===== config.mk =====
export PLATFORM = sky130hd
export DESIGN_NAME = trng_vn_packer
export DESIGN_NICKNAME = d
export VERILOG_FILES = /design/src/rtl/trng_vn_packer.sv
export SDC_FILE = /design/constraint.sdc
export NUM_CORES = 1
export LEC_CHECK = 0
export CORE_MARGIN = 3
export CORE_UTILIZATION = 35
export CTS_BUF_LIST = sky130_fd_sc_hd__clkbuf_8
export DETAILED_ROUTE_END_ITERATION = 7
export HOLD_SLACK_MARGIN = 0.03
export PLACE_DENSITY = 0.51
export SLEW_MARGIN = 5
export SYNTH_ARGS = -nofsm -noshare
export SYNTH_HDL_FRONTEND = slang
export SYNTH_SLANG_ARGS = --single-unit

===== constraint.sdc =====
create_clock -name clk -period 4.3 [get_ports clk]
set_clock_uncertainty 0.15 [all_clocks]
set_input_delay 0.86 -clock clk [delete_from_list [all_inputs] [get_ports clk]]
set_output_delay 0.86 -clock clk [all_outputs]
set_load 0.01 [all_outputs]

===== src/rtl/trng_vn_packer.sv =====
// trng_vn_packer: von Neumann de-biasing of a raw TRNG bit stream, packing of
// corrected bits into bytes, a small output FIFO with valid/ready handshake,
// and a repetition-count health test that blocks the source when it sticks.
module trng_vn_packer #(
  parameter int FIFO_DEPTH = 4,
  parameter int REP_LIMIT  = 32
) (
  input  logic                            clk,
  input  logic                            rst_n,
  input  logic                            raw_bit,
  input  logic                            raw_valid,
  input  logic                            en,
  input  logic                            clr_status,
  output logic [7:0]                      byte_out,
  output logic                            byte_valid,
  input  logic                            byte_ready,
  output logic [$clog2(FIFO_DEPTH+1)-1:0] fifo_count,
  output logic                            health_fail,
  output logic                            overflow
);

  localparam int CW = $clog2(FIFO_DEPTH + 1);
  localparam int PW = $clog2(FIFO_DEPTH);

  typedef enum logic {
    VN_EMPTY = 1'b0,
    VN_HALF  = 1'b1
  } vn_state_e;

  vn_state_e   vn_state, vn_state_next;
  logic        first_bit, first_bit_next;
  logic        emit_valid;
  logic        emit_bit;

  logic [6:0]  shreg;
  logic [2:0]  bit_cnt;
  logic        byte_done;
  logic [7:0]  byte_data;

  logic [7:0]  run;
  logic [7:0]  run_next;
  logic        prev_bit;

  logic [7:0]  mem [FIFO_DEPTH];
  logic [PW-1:0] wr_ptr, rd_ptr;
  logic        fifo_full;
  logic        pop;
  logic        push_ok;

  // A raw bit is consumed only when conditioning is live and no clear is pending.
  logic accept;
  logic flush;
  assign accept = raw_valid & en & ~health_fail & ~clr_status;
  assign flush  = clr_status | health_fail | ~en;

  // Corrector next state and emitted bit: a 01 pair yields 0, 10 yields 1,
  // which is exactly the first bit of any unequal pair.
  always_comb begin
    // NOTE: every always_comb output gets a default first so no path leaves it
    // unassigned; otherwise synthesis infers a latch.
    vn_state_next  = vn_state;
    first_bit_next = first_bit;
    emit_valid     = 1'b0;
    emit_bit       = first_bit;
    if (flush) begin
      vn_state_next = VN_EMPTY;
    end else if (accept) begin
      case (vn_state)
        VN_EMPTY: begin
          first_bit_next = raw_bit;
          vn_state_next  = VN_HALF;
        end
        VN_HALF: begin
          vn_state_next = VN_EMPTY;
          emit_valid    = first_bit ^ raw_bit;
        end
        default: vn_state_next = VN_EMPTY;
      endcase
    end
  end

  // Corrector state register.
  always_ff @(posedge clk or negedge rst_n) begin
    // NOTE: state registers use non-blocking assignments so every flop samples
    // pre-edge values regardless of block ordering.
    if (!rst_n) begin
      vn_state  <= VN_EMPTY;
      first_bit <= 1'b0;
    end else begin
      vn_state  <= vn_state_next;
      first_bit <= first_bit_next;
    end
  end

  // The completing bit goes straight into the byte, so only seven bits are held.
  assign byte_done = emit_valid & (bit_cnt == 3'd7);
  assign byte_data = {shreg, emit_bit};

  // Packer: shift emitted bits in at the LSB; any flush discards a partial byte.
  always_ff @(posedge clk or negedge rst_n) begin
    if (!rst_n) begin
      shreg   <= '0;
      bit_cnt <= '0;
    end else if (flush) begin
      shreg   <= '0;
      bit_cnt <= '0;
    end else if (emit_valid) begin
      shreg   <= {shreg[5:0], emit_bit};
      bit_cnt <= bit_cnt + 3'd1;
    end
  end

  // Run length seen by the repetition test, restarting at 1 on a new value.
  always_comb begin
    run_next = run;
    if (run == 8'd0 || raw_bit != prev_bit) begin
      run_next = 8'd1;
    end else if (run < 8'(REP_LIMIT)) begin
      run_next = run + 8'd1;
    end
  end

  // Repetition test and sticky status flags; clr_status wins over everything.
  always_ff @(posedge clk or negedge rst_n) begin
    if (!rst_n) begin
      run         <= '0;
      prev_bit    <= 1'b0;
      health_fail <= 1'b0;
      overflow    <= 1'b0;
    end else if (clr_status) begin
      run         <= '0;
      prev_bit    <= 1'b0;
      health_fail <= 1'b0;
      overflow    <= 1'b0;
    end else begin
      if (accept) begin
        run      <= run_next;
        prev_bit <= raw_bit;
        if (run_next == 8'(REP_LIMIT)) health_fail <= 1'b1;
      end
      if (byte_done && fifo_full && !pop) overflow <= 1'b1;
    end
  end

  assign fifo_full  = (fifo_count == CW'(FIFO_DEPTH));
  assign byte_valid = (fifo_count != '0);
  assign pop        = byte_valid & byte_ready;
  assign push_ok    = byte_done & (~fifo_full | pop);
  assign byte_out   = mem[rd_ptr];

  // Output FIFO; a full FIFO still takes a byte when the head leaves that edge.
  always_ff @(posedge clk or negedge rst_n) begin
    // NOTE: the storage is reset because byte_out shows the head entry directly
    // and must read 0x00 out of reset; at this depth the cost is negligible.
    if (!rst_n) begin
      for (int i = 0; i < FIFO_DEPTH; i++) mem[i] <= '0;
      wr_ptr     <= '0;
      rd_ptr     <= '0;
      fifo_count <= '0;
    end else begin
      if (push_ok) begin
        mem[wr_ptr] <= byte_data;
        wr_ptr      <= wr_ptr + PW'(1);
      end
      if (pop) rd_ptr <= rd_ptr + PW'(1);
      case ({push_ok, pop})
        2'b10:   fifo_count <= fifo_count + CW'(1);
        2'b01:   fifo_count <= fifo_count - CW'(1);
        default: fifo_count <= fifo_count;
      endcase
    end
  end

endmodule

# --- Word-level counts from Yosys, hierarchy flattened ---
# Index checks and enable logic that the tools add are counted.
totals:
  regBits: 62
  in_bits: 7
classes:
  n_addsub: 6
  n_lt_le_gt_ge: 4
  n_eq_ne: 6
  muxes: 28
  bitwise_logic: 18
  n_reduce_logical: 15
ops:
  columns: ["cell", "n"]
  rows:
  - ["$mux W8", 7]
  - ["$bwmux W32", 1]
  - ["$bmux W8 S2", 1]
  - ["$demux W8 S2", 1]
  - ["$mux W7", 2]
  - ["$mux W1", 12]
  - ["$reduce_bool A2 Y1", 6]
  - ["$add A8 B1 Y8 const B", 1]
  - ["$eq A8 B6 Y1 const B", 1]
  - ["$logic_not A8 Y1", 1]
  - ["$lt A8 B6 Y1 const B", 1]
  - ["$add A3 B1 Y3 const B", 2]
  - ["$and A1 B1 Y1", 6]
  - ["$eq A3 B3 Y1 const B", 2]
  - ["$ge A3 B3 Y1 const B", 2]
  - ["$mux W3", 2]
  - ["$not A1 Y1", 6]
  - ["$not A2 Y3", 2]
  - ["$pmux W3 S2", 1]
  - ["$add A2 B1 Y2 const B", 2]
  - ["$logic_and A1 B1 Y1", 3]
  - ["$lt A3 B1 Y1 const B", 1]
  - ["$or A1 B1 Y1", 3]
  - ["$reduce_and A3 Y1", 1]
  - ["10 further kinds", 10]

# --- Logic depth before layout (Yosys ltp) ---
depth:
  ltp_word: 10
  mapped_depth: 12

# --- Worst setup path after synthesis ---
# Ideal clock, no wire load.
synth_timing:
  kind: "input to register"
  from: "in byte_ready"
  to: "reg fifo_count[2]"
  arrival_ns: 2.732
  t_required_ns: 4.071
  slack_ns: 1.339
  path_stages: 11
  path_cell_list: "nor4b_1 > nor2b_1 > buf_1 > and2_1 > inv_1 > ha_1 > inv_1 > fa_1 > xor2_1 > nor2_1 > xor2_1"
synth_between:
  elab_chain_cells: 5
  elab_cells_between_ends: 7
  cone_classes: "2 x eq/ne; 1 x mux; 3 x bitwise; 1 x reduce/logical"
synth_rtl:
  columns: ["item", "line", "rtl"]
  rows:
  - ["from (decl)", "16", "input logic byte_ready,"]
  - ["$and A1 B1 Y1 *", "147", "assign pop = byte_valid & byte_ready;"]
  - ["$or A1 B1 Y1", "148", "assign push_ok = byte_done & (~fifo_full | pop);"]
  - ["$and A1 B1 Y1", "148", null]
  - ["$eq A2 B1 Y1 / $eq A2 B2 Y1 (equally long branches)", "166", "case ({push_ok, pop})"]
  - ["$pmux W3 S2 / $reduce_bool A2 Y1 (equally long branches)", null, null]
  - ["to (signal assigned)", "167", "2'b10: fifo_count <= fifo_count + CW'(1);"]
  - ["to (signal assigned)", "168", "2'b01: fifo_count <= fifo_count - CW'(1);"]
  - ["to (signal assigned)", "169", "default: fifo_count <= fifo_count;"]
  - ["to (decl)", "17", "output logic [$clog2(FIFO_DEPTH+1)-1:0] fifo_count,"]
# Every way passes the cells marked *; elsewhere a longest branch is shown, timed or not.
# A chain may end at the register's enable or synchronous reset.

# --- Worst setup path after layout ---
layout_timing:
  from: "reg rd_ptr[0]"
  to: "out byte_out[4]"
layout_between:
  elab_chain_cells: 4
layout_rtl:
  columns: ["item", "line", "rtl"]
  rows:
  - ["from (decl)", "45", "logic [PW-1:0] wr_ptr, rd_ptr;"]
  - ["from (signal assigned)", "165", "if (pop) rd_ptr <= rd_ptr + PW'(1);"]
  - ["$not A2 Y3 (implied by the code)", "149", "assign byte_out = mem[rd_ptr];"]
  - ["$bmux W8 S2", "149", null]
  - ["$mux W8 (implied by the code) (2 in a row)", "149", null]
  - ["to (decl)", "14", "output logic [7:0] byte_out,"]
# Every way passes these cells. The select of a mux whose other input is x is not followed.

==> flow_summary.yaml <==
timing:
  hold_viol: 0
  fmax_mhz: 312
  maxSlewViolCount: 0
  setup_viol: 0
  tightest_slew_ns: 0.942
  tns_ns: 0
  slew_headroom: 0.368
  period_minus_slack_ns: 3.20
  rsz0062_at_grt: "no"
  fin_crit_sh: 0.745
clocking:
  clkLatencyLatePin_ns: 0.33
  htreeDepth: 3
  cts_root_buf: "clkbuf_8"
  cts_resized: 0
  postCtsHoldBufs: 0
  cts_setup_buffers: 0
  cts_tree: "yes"
  cts_buffers: 9
  clkTransAtPathRegs_ns: 0.07
  cts.sinks: 62
  clock_path_buffers: 2
outcome:
  status: "finished, final reports clean"
global_routing:
  grt_pass1_wl_um: 9230
  grt_max_degree: 35
  grt_pass1_vias: 1879
  grt_overflow: 0
  antenna_found_initial: 0
  grt.total_usage: 0.124
setup_path:
  worstSetupPathType: "reg2out"
  crit_fanout: 10
  arrival_ns: 2.19
  r2r_slack_ns: 1.57
  reg2reg_depth: 9
  crit_path_end_kind: "primary output"
  critPathLaunchType: "flip-flop"
  crit_required_ns: 3.29
floorplanning:
  core_area_um2: 7970
  io-pin-count: 21
  initial_core_util: 0.373
  dieArea_um2: 9620
  fp.dieW_um: 98.1
  row_count: 32
  die_h_um: 98.1
synth:
  synth-warning-count: 0
  synth_cell_type_count: 41
  synth_compound_area_frac: 0.0750
  avgSynthCellArea_um2: 13.4
  synth-main-ff-cell: "dfrtp_1"
  synth_area_um2: 2970
  async_reset_ff_frac: 1.00
  synth_top_family_by_area: "multiplexers"
  ys_seq_area_frac: 0.523
  syn_inst: 222
  synth-xor-area-share: 0.0265
  muxShareOfSynthArea: 0.203
  synthAdderAreaFrac: 0.0447
  synth-edff-count: 0
  synth-simple-area-share: 0.103
  synth.ff_latch_count: 62
  synthesis.nets: 239
cells_and_area:
  diodes: 0
  multi_input_area_um2: 1340
  syn_to_final_growth_pct: 16.8
  layout_common_cells: "62 x dfrtp_1, 33 x mux2_2, 19 x clkdlybuf4s50_1"
  final-seq-area_um2: 1550
  layout_commonest_cell: "dfrtp_1"
  drive_gt1_frac: 0.250
  nFillCells: 750
  nets: 265
power:
  p_total_uw: 1120
  p_per_area_nw_per_um2: 324
  ir_drop_uv: 143
  leakagePower_uw: 0.00158
detailed_routing:
  drt_pre_antenna_iters: 4
  wl_per_cell_um: 15.4
  totalWireLength_um: 5460
  ant_nets: 0
  drc_errors: 0
  routed_via_density: 5.08
  drtIter0Drc: 29
  via_count: 1798
worst_hold_path:
  hp-class: "reg2reg"
  min_path_cells: 1
placed_design:
  dp_hpwl_um: 3710
  portBuffers: 20
  place_congestion: 0.755
run:
  cap_violations: 0
[flip-flops by register name (all words and copies together) (netlist names)]
signal / count
mem: 32
run: 8
shreg: 7
bit_cnt: 3
fifo_count: 3
rd_ptr: 2
wr_ptr: 2
emit_bit: 1
health_fail: 1
overflow: 1
prev_bit: 1
vn_state: 1
[final timing paths]
path                                  from             to
worst max-delay path             rd_ptr[0]    byte_out[4]
worst min-delay path                mem[8]         mem[8]
worst max register to register  bit_cnt[1]  fifo_count[1]
worst min register to register      mem[8]         mem[8]
max in group asynchronous            rst_n      wr_ptr[1]
min in group asynchronous            rst_n        mem[26]
[per-stage QoR]
| step | std cells | cell area (um^2) | hold slack, ns | setup WS (ns) | utilization |
|---|---|---|---|---|---|
| floorplan | 222 | 2970 | 0.309 | 1.34 | - |
| global placement | 339 | 3280 | 0.323 | 0.835 | 0.411 |
| detailed placement | 339 | 3280 | 0.328 | 0.728 | 0.411 |
| CTS | 354 | 3470 | 0.343 | 1.01 | 0.435 |
| global route | 354 | 3470 | 0.373 | 0.958 | 0.435 |
| finish | 354 | 3470 | 0.339 | 1.10 | 0.435 |
[Yosys cell counts (all sizes together) (2+ instances only)]
library cell,instances,area [um^2]
dfrtp,62,1550
a31oi,2,12.5
nand2,7,26.3
nor2b,3,18.8
nor3,5,36.3
ha,9,113
buf,4,17.5
xnor2,5,43.8
nor4b,2,17.5
clkbuf,3,11.3
a22o,10,87.6
and2,2,12.5
nand3,9,95.1
a21oi,5,25.0
nand4,2,12.5
o21ai,6,30.0
inv,12,45.0
nor2,8,30.0
mux2,34,383
o21a,2,15.0
xor2,4,35.0
mux4,8,180
mux2i,4,40.0
[layer usage]
layer	track usage	vias to the layer above	wire (um)	part of all wire
met1	0.154	900	2560	0.47
met5	0	-	0	0
li1	-	865	-	-
met2	0.199	27	2620	0.48
met4	0.0479	0	71	0.013
met3	0.0443	6	216	0.040
[layout make-up]
type | instances | area share
Multi-Input combinational cell | 141 | 0.388
Clock buffer | 10 | 0.0397
Clock inverter | 5 | 0.0148
Tap cell | 102 | 0.0368
Sequential cell | 62 | 0.447
Timing Repair Buffer | 22 | 0.0606
Inverter | 12 | 0.0130
[kinds of logic (layout without fill, tap and decap cells)]
group                    after synthesis  after routing
XOR/XNOR                               9              9
adder cells (fa/ha/maj)               10             10
AO/OA/AOI/OAI                         31             31
AND/OR/NAND/NOR                       45             45
multiplexers                          46             46
flip-flops                            62             62
buffers and inverters                 19             49
[power breakdown]
group	total [uW]	switching, uW	internal, uW
Sequential	594	6.74	587
Combinational	42.6	28.1	14.5
Clock	487	211	276
Total	1120	245	877
[worst max-delay path: stages, from the launching register on]
cell,delay (ns)
dfrtp_1,0.76
mux4_2,0.61
clkdlybuf4s50_1,0.50
(Power assumes the default switching activity.)
